`src/rtl/uart_mmio.sv`:
```
// Memory-mapped 8N1 UART for the MEM-stage bus: TXD/RXD/CON registers, 16x
// oversampled receiver, and registered RxRdy/TxRdy interrupt levels.
module uart_mmio #(
    parameter int          CLK_FREQ = 50000000,
    parameter int          BAUD     = 9600,
    parameter int          DIV      = CLK_FREQ / (BAUD * 16),
    parameter logic [31:0] BASE     = 32'h4000_0018
) (
    input  logic        C,
    input  logic        R,
    input  logic [31:0] Addr,
    input  logic        MemRd,
    input  logic        MemWr,
    input  logic [31:0] WrData,
    output logic [31:0] RdData,
    input  logic        Rx,
    output logic        Tx,
    output logic        RxRdy,
    output logic        TxRdy
);
    localparam int TW = (DIV > 1) ? $clog2(DIV) : 1;
    localparam logic [29:0] TXD_A = BASE[31:2];
    localparam logic [29:0] RXD_A = TXD_A + 30'd1;
    localparam logic [29:0] CON_A = TXD_A + 30'd2;

    typedef enum logic [1:0] {S_IDLE, S_START, S_DATA, S_STOP} state_t;

    logic [TW-1:0] tick_cnt;
    logic          tick;
    logic          sel_txd, sel_rxd, sel_con, wr_txd, wr_con, rd_rxd, rd_con;
    logic          tx_ie, rx_ie, rx_full, tx_done, frame_err, overrun, tx_busy;
    logic [7:0]    txd_reg, rx_data;
    logic          unused_bits;

    assign unused_bits = ^{Addr[1:0], WrData[31:8]};

    assign tick    = (tick_cnt == TW'(DIV - 1));
    assign sel_txd = (Addr[31:2] == TXD_A);
    assign sel_rxd = (Addr[31:2] == RXD_A);
    assign sel_con = (Addr[31:2] == CON_A);
    assign wr_txd  = MemWr & sel_txd;
    assign wr_con  = MemWr & sel_con;
    assign rd_rxd  = MemRd & sel_rxd;
    assign rd_con  = MemRd & sel_con;

    always_ff @(posedge C or negedge R) begin
        if (!R) tick_cnt <= '0;
        else    tick_cnt <= tick ? '0 : tick_cnt + TW'(1);
    end

    // ---------------- receiver ----------------
    state_t     rx_state, rx_nxt;
    logic       rx_s1, rxs, rxs_d;
    logic [3:0] rx_tcnt;
    logic [2:0] rx_bit;
    logic [7:0] rx_sh;
    logic       rx_clr, rx_samp, rx_done, rx_ferr;

    always_comb begin
        rx_nxt  = rx_state;
        rx_clr  = 1'b0;
        rx_samp = 1'b0;
        rx_done = 1'b0;
        rx_ferr = 1'b0;
        case (rx_state)
            S_IDLE:  if (rxs_d && !rxs) begin rx_nxt = S_START; rx_clr = 1'b1; end
            // Mid-start-bit check rejects glitches shorter than half a bit.
            S_START: if (tick && rx_tcnt == 4'd7) begin
                rx_nxt = rxs ? S_IDLE : S_DATA;
                rx_clr = 1'b1;
            end
            S_DATA:  if (tick && rx_tcnt == 4'd15) begin
                rx_samp = 1'b1;
                if (rx_bit == 3'd7) rx_nxt = S_STOP;
            end
            S_STOP:  if (tick && rx_tcnt == 4'd15) begin
                rx_nxt  = S_IDLE;
                rx_done = rxs;
                rx_ferr = !rxs;
            end
            default: rx_nxt = S_IDLE;
        endcase
    end

    always_ff @(posedge C or negedge R) begin
        if (!R) begin
            rx_s1     <= 1'b1;
            rxs       <= 1'b1;
            rxs_d     <= 1'b1;
            rx_state  <= S_IDLE;
            rx_tcnt   <= '0;
            rx_bit    <= '0;
            rx_sh     <= '0;
            rx_data   <= '0;
            rx_full   <= 1'b0;
            overrun   <= 1'b0;
            frame_err <= 1'b0;
        end else begin
            rx_s1    <= Rx;
            rxs      <= rx_s1;
            rxs_d    <= rxs;
            rx_state <= rx_nxt;
            if (rx_clr)    rx_tcnt <= '0;
            else if (tick) rx_tcnt <= rx_tcnt + 4'd1;
            if (rx_clr)       rx_bit <= '0;
            else if (rx_samp) rx_bit <= rx_bit + 3'd1;
            if (rx_samp) rx_sh   <= {rxs, rx_sh[7:1]};
            if (rx_done) rx_data <= rx_sh;
            // Completion beats a same-edge RXD read, so the new byte is not lost.
            if (rx_done)     rx_full <= 1'b1;
            else if (rd_rxd) rx_full <= 1'b0;
            if (rx_done && rx_full && !rd_rxd) overrun <= 1'b1;
            else if (rd_con)                   overrun <= 1'b0;
            if (rx_ferr)     frame_err <= 1'b1;
            else if (rd_con) frame_err <= 1'b0;
        end
    end

    // ---------------- transmitter ----------------
    state_t     tx_state, tx_nxt;
    logic [3:0] tx_tcnt;
    logic [2:0] tx_bit;
    logic [7:0] tx_sh;
    logic       tx_load, tx_done_set, tx_line, tx_line_nxt, tx_bit_end;

    assign tx_busy    = (tx_state != S_IDLE);
    assign tx_bit_end = tick && tx_tcnt == 4'd15;

    always_comb begin
        tx_nxt      = tx_state;
        tx_load     = 1'b0;
        tx_done_set = 1'b0;
        case (tx_state)
            S_IDLE:  if (wr_txd) begin tx_nxt = S_START; tx_load = 1'b1; end
            S_START: if (tx_bit_end) tx_nxt = S_DATA;
            S_DATA:  if (tx_bit_end && tx_bit == 3'd7) tx_nxt = S_STOP;
            S_STOP:  if (tx_bit_end) begin tx_nxt = S_IDLE; tx_done_set = 1'b1; end
            default: tx_nxt = S_IDLE;
        endcase
        // Line level is registered from the next state so Tx never glitches.
        case (tx_nxt)
            S_START: tx_line_nxt = 1'b0;
            S_DATA:  tx_line_nxt = (tx_state == S_DATA && tx_bit_end) ? tx_sh[1] : tx_sh[0];
            default: tx_line_nxt = 1'b1;
        endcase
    end

    always_ff @(posedge C or negedge R) begin
        if (!R) begin
            tx_state <= S_IDLE;
            tx_tcnt  <= '0;
            tx_bit   <= '0;
            tx_sh    <= '0;
            tx_line  <= 1'b1;
            txd_reg  <= '0;
            tx_done  <= 1'b0;
            tx_ie    <= 1'b0;
            rx_ie    <= 1'b0;
            RxRdy    <= 1'b0;
            TxRdy    <= 1'b0;
        end else begin
            tx_state <= tx_nxt;
            tx_line  <= tx_line_nxt;
            if (wr_txd) txd_reg <= WrData[7:0];
            if (tx_load) begin
                tx_tcnt <= '0;
                tx_bit  <= '0;
                tx_sh   <= WrData[7:0];
            end else if (tick && tx_busy) begin
                tx_tcnt <= tx_tcnt + 4'd1;
                if (tx_state == S_DATA && tx_tcnt == 4'd15) begin
                    tx_sh  <= tx_sh >> 1;
                    tx_bit <= tx_bit + 3'd1;
                end
            end
            if (tx_done_set) tx_done <= 1'b1;
            else if (rd_con) tx_done <= 1'b0;
            if (wr_con) {rx_ie, tx_ie} <= WrData[1:0];
            RxRdy <= rx_ie & rx_full;
            TxRdy <= tx_ie & tx_done;
        end
    end

    assign Tx = tx_line;

    always_comb begin
        RdData = '0;
        if (sel_txd)      RdData = {24'b0, txd_reg};
        else if (sel_rxd) RdData = {24'b0, rx_data};
        else if (sel_con) RdData = {25'b0, overrun, frame_err, tx_busy, tx_done,
                                    rx_full, rx_ie, tx_ie};
    end
endmodule

```
`config.mk`:
```
export PLATFORM = sky130hd
export DESIGN_NAME = uart_mmio
export DESIGN_NICKNAME = d
export VERILOG_FILES = /design/src/rtl/uart_mmio.sv
export SDC_FILE = /design/constraint.sdc
export NUM_CORES = 1
export LEC_CHECK = 0
export CAP_MARGIN = 20
export CORE_MARGIN = 2
export CORE_UTILIZATION = 50
export CTS_BUF_LIST = sky130_fd_sc_hd__clkbuf_8
export DETAILED_ROUTE_END_ITERATION = 12
export PLACE_DENSITY = 0.93
export SLEW_MARGIN = 20
export SYNTH_ARGS = -nofsm -noshare
export SYNTH_HDL_FRONTEND = slang
export SYNTH_SLANG_ARGS = --single-unit
export TNS_END_PERCENT = 20
```
`constraint.sdc`:
```
create_clock -name C -period 3.5 [get_ports C]
set_input_delay 0.35 -clock C [delete_from_list [all_inputs] [get_ports C]]
set_output_delay 0.35 -clock C [all_outputs]
set_load 0.1 [all_outputs]
```
==> results.ini, run 1 <==
[timing]
hold-worst-slack_ns=0.356
worst_slack_ns=0.317
setup-tns-final_ns=0
drv_slew=0
post-route-min-period_ns=3.18
fmax_ghz=0.314
rsz0062_at_grt=no
hold_violations=0
maxSlewHeadroom=0.356
skew_ns=0.0118
worst_pin_slew_ns=0.962
period_share=0.909
setup_violations=0

[worst_setup_path]
crit-reg2reg-launch=tick_cnt[0]
startpoint_type=input port
worstPathRequired_ns=3.15
rrSetupSlack_ns=0.89
cp.arrival_ns=2.83
reg2regPathDepth=5
path_max_fanout=6
cp-end-kind=output pin
reg2reg_to=rx_sh[7]
criticalPathCategory=in2out
cp_slowest_stage_delay_ns=0.62
crit_start=Addr[18]
crit_chain=clkdlybuf4s50_1, nor4_1, nand3_1, nor3_1, a221o_1, buf_12
critPathSlowestCell=nor4_1

[floorplanning]
dieHeight_um=90.4
dieArea_um2=8180
start_util=0.515
chipWidth_um=90.4
rows=31
io_pins=104
core_um2=7250

[yosys]
synth-seq-cells=71
synthFlopType=dfrtp_1
synthArstFlopShare=1.00
syn_inst=325
postSynthAreaPerCell_um2=11.5
yosys_warnings=0
synth_edf_count=0
yosysSeqAreaShare=0.477
yosys.cell_types.count=57
syn_area_um2=3740

[place]
gp_congestion=0.841
place_hpwl_um=5950
io_buffers=53
dp_slack_ns=0.369
place_area_um2=4330
dp_cells=469

[routing]
wl_per_cell_um=16.3
drc=0
dr.pass1.iters=4
drt-total-wl_um=7930
drt_iter0_drc=158
drtAntennaViolNets=0
viasPerCell=5.53
num_vias=2686

[grt]
grt_max_degree=54
grt_pass1_vias=2860
grt_pass1_wl_um=13800
track_usage=0.210
antenna_found_initial=0
overflow=0

[clock_tree]
htreeDepth=3
ctsResizeCount=0
clockBufferDepth=2
cts_tree=built
clkSinkCount=71
path_clk_slew_ns=0.07
insertion_delay_ns=0.34
cts_made_buffers=9
root_buffer=clkbuf_8

[layout]
regMostFlops=tick_cnt
largest_reg_flops=9
layout_commonest_cell=dfrtp_1
syn_to_final_growth_pct=23.4
final_util=0.636
layout_common_cells=dfrtp_1 (67), clkdlybuf4s50_1 (44), conb_1 (24)
fin_area_um2=4610
fin_nets=459
drive_above_1_share=0.178
num_antenna_cells=0
final_cells=486

[pwr]
powerDensity_nw_per_um2=409
max-vdd-ir-drop_uv=218
leakagePower_nw=2.06
p_total_mw=1.88

[hold_path]
holdPathStages=0
hold_path_class=reg2reg
hp-start=rx_s1
min_to=rxs

[job]
maxCapViolCount=0

[outcome]
status=completed

-- critical path: cells and delay by family --
| family | cells | cell delay [ns] |
|---|---|---|
| AOI/OAI and AO/OA | 1 | 0.34 |
| buffers and inverters | 2 | 0.59 |
| and+or+nand+nor | 3 | 1.54 |
-- cells in the mapped netlist (all sizes together), types with 4 or more instances --
library cell	count	area share
dfrtp	67	0.45
mux2	38	0.12
buf	31	0.066
nor2	22	0.023
nor3	14	0.024
inv	13	0.013
nand3	11	0.015
nor4	11	0.022
nand2	10	0.010
xnor2	9	0.021
ha	8	0.027
a221o	7	0.019
o21ai	7	0.0094
clkbuf	6	0.0060
nand4	6	0.010
xor2	6	0.014
and3	5	0.0084
mux2i	5	0.013
nor4b	5	0.013
dfstp	4	0.028
-- area by class of cell --
type                       instances  area, µm²
multi-input combinational        227       1720
tap                               99        124
clock inverter                     6        133
timing repair buffer              60        661
fill                             523       2640
sequential                        71       1780
clock buffer                      10        138
inverter                          13       48.8
-- worst max path at each step --
| stage | depth (start not counted) | slack [ns] | to |
|---|---|---|---|
| CTS | 6 | 0.37 | RdData[6] |
| global route | 6 | 0.12 | RdData[6] |
| floorplan | 4 | 0.83 | RdData[0] |
| global placement | 6 | 0.48 | RdData[6] |
| finish | 6 | 0.32 | RdData[6] |
| detailed placement | 6 | 0.37 | RdData[6] |
-- per-layer routing --
metal,vias up,track usage,wire length (µm)
met5,-,0,0
met4,0,0.117,289
met3,25,0.0551,520
met2,127,0.365,3940
met1,1294,0.234,3180
li1,1240,-,-
-- what timing repair did --
item / CTS / global route
hold endpoints to repair: 16 / 0
hold buffers: 1 / 0
buffers inserted: 0 / 0
-- kinds of logic (layout without fill, tap and decap cells) --
logic type / after synthesis / count (layout) / synth area share
and+or+nand+nor: 108 / 108 / 0.178
DFF: 71 / 71 / 0.477
buffers and inverters: 50 / 89 / 0.0847
muxes: 43 / 43 / 0.136
AOI/OAI and AO/OA: 29 / 29 / 0.0620
xor gates and xnor gates: 15 / 15 / 0.0352
adders and majority gates: 8 / 8 / 0.0268
other: 1 / 24 / 0.00100
-- report_power, final --
group | internal [mW] | total, mW | switching, mW
Clock | 0.564 | 0.861 | 0.298
Sequential | 0.825 | 0.829 | 0.00382
Combinational | 0.0490 | 0.194 | 0.145
No activity file was read; power rests on OpenSTA's default activity.
==> run 2: changes to the inputs <==
CORE_UTILIZATION = 54   (was 50)
PLACE_DENSITY = 0.95   (was 0.93)
==> results.ini, run 2 (same netlist as run 1, synthesis figures left out) <==
[floorplanning]
io_pins=104  ; unchanged
dieHeight_um=87.2  ; was 90.4 µm
chipWidth_um=87.2  ; was 90.4 µm
core_um2=6760  ; was 7250 µm²
dieArea_um2=7600  ; was 8180 µm²
start_util=0.553  ; was 0.515
rows=30  ; was 31

[clock_tree]
hold_buffers=0  ; was 1
clkSinkCount=71  ; unchanged
root_buffer=clkbuf_8  ; unchanged
ctsResizeCount=0  ; unchanged
cts_made_buffers=9  ; unchanged
cts_tree=built  ; unchanged
htreeDepth=3  ; unchanged
insertion_delay_ns=0.33  ; was 0.34 ns
clockBufferDepth=2  ; unchanged
post_cts_buffers=0  ; unchanged
path_clk_slew_ns=0.07  ; about the same

[timing]
hold_violations=0  ; unchanged
setup-tns-final_ns=0  ; unchanged
worst_pin_slew_ns=0.968  ; was 0.962 ns
skew_ns=0.00929  ; was 0.0118 ns
fmax_ghz=0.316  ; was 0.314 GHz
drv_slew=0  ; unchanged
setup_violations=0  ; unchanged
rsz0062_at_grt=no  ; unchanged
maxSlewHeadroom=0.353  ; was 0.356
post-route-min-period_ns=3.16  ; was 3.18 ns
period_share=0.904  ; was 0.909

[routing]
wl_per_cell_um=16.9  ; was 16.3 µm
dr.pass1.iters=4  ; unchanged
drt-total-wl_um=7910  ; was 7930 µm
drt_iter0_drc=206  ; was 158
num_vias=2709  ; was 2,686
viasPerCell=5.80  ; was 5.53
drtAntennaViolNets=0  ; unchanged
drc=0  ; unchanged

[place]
io_buffers=53  ; unchanged
gp_congestion=0.860  ; was 0.841
dp_cells=451  ; was 469
place_hpwl_um=5630  ; was 5950 µm

[layout]
layout_common_cells=dfrtp_1 (67), clkdlybuf4s50_1 (44), conb_1 (24)  ; unchanged
layout_commonest_cell=dfrtp_1  ; unchanged
fin_nets=459  ; unchanged
syn_to_final_growth_pct=21.1  ; was 23.4%
num_antenna_cells=0  ; unchanged
final_cells=467  ; was 486
largest_reg_flops=9  ; unchanged
drive_above_1_share=0.178  ; unchanged
regMostFlops=tick_cnt  ; unchanged

[grt]
grt_pass1_wl_um=13200  ; was 13,800 µm
grt_max_degree=46  ; was 54
overflow=0  ; unchanged
antenna_found_initial=0  ; unchanged
track_usage=0.225  ; was 0.210
grt_pass1_vias=2726  ; was 2,860

[worst_setup_path]
startpoint_type=input port  ; unchanged
reg2reg_to=rx_sh[7]  ; unchanged
path_max_fanout=8  ; was 6
crit-reg2reg-launch=tick_cnt[4]  ; was tick_cnt[0]
cp.depth=6  ; unchanged
crit_family=simple AND/OR/NAND/NOR gates  ; unchanged
cp-end-kind=output pin  ; unchanged
rrSetupSlack_ns=0.95  ; was 0.89 ns
cp-endpoint=RdData[6]  ; unchanged
worstPathRequired_ns=3.15  ; about the same
crit_start=Addr[18]  ; unchanged
critPathSlowestCell=nor4_1  ; unchanged
crit_chain=clkdlybuf4s50_1, nor4_1, nand3_1, nor3_2, a221o_1, buf_12  ; was clkdlybuf4s50_1, nor4_1, nand3_1, nor3_1, a221o_1, buf_12
criticalPathCategory=in2out  ; unchanged
cp.arrival_ns=2.81  ; was 2.83 ns
reg2regPathDepth=3  ; was 5
path_buf_inv=2  ; unchanged
cp_slowest_stage_delay_ns=0.60  ; was 0.62 ns

[job]
maxCapViolCount=0  ; unchanged

[pwr]
leakagePower_nw=2.04  ; was 2.06 nW
max-vdd-ir-drop_uv=191  ; was 218 µV
powerDensity_nw_per_um2=373  ; was 409 nW/µm²

[hold_path]
hold_path_class=in2async  ; was reg2reg

[outcome]
status=completed  ; unchanged

==> run 2: power breakdown <==
part,internal [mW],switching [mW],leakage (nW),total [mW]
Combinational,0.0483,0.145,1.02,0.193
Clock,0.383,0.284,0.111,0.667
Sequential,0.825,0.00404,0.902,0.829
Total,1.26,0.433,2.04,1.69
==> run 2: layout make-up <==
class	instances	area [µm²]
clock buffer	12	165
inverter	13	48.8
tap	80	100
clock inverter	4	45.0
multi-input combinational	227	1720
sequential	71	1780
fill	471	2230
timing repair buffer	60	658
==> run 2: worst min path at each step <==
stage,to,slack (ns),from,cells after the start
finish,rx_tcnt[0],0.02,R,1
global route,rx_tcnt[0],0.06,R,1
CTS,rx_tcnt[0],0.02,R,1
detailed placement,rxs,0.35,rx_s1,0
global placement,rxs,0.35,rx_s1,0
floorplan,RxRdy,0.05,R,0
==> run 2: stage by stage <==
stage	utilization	hold WS, ns	power (mW)	instance area [µm²]	setup slack (ns)
after CTS	0.669	0.0248	1.71	4520	0.347
after detailed placement	0.638	0.347	1.04	4310	0.379
after floorplan	-	0.0544	0.988	3820	0.828
after global routing	0.669	0.0557	1.75	4520	0.0837
after global placement	0.638	0.346	1.04	4310	0.578
final	0.669	0.0159	1.69	4520	0.337
==> run 2: layer usage <==
layer | global-route usage | vias to the layer above | wire length (µm)
li1 | - | 1244 | -
met1 | 0.271 | 1339 | 3160
met2 | 0.398 | 112 | 4090
met3 | 0.0550 | 14 | 555
met4 | 0.0699 | 0 | 110
met5 | 0 | - | 0
==> run 3: changes to the inputs <==
SLEW_MARGIN = not set   (was 20)
==> results of run 3 <==
Same layout as run 2: the final DEF is identical, and so are final timing and power.
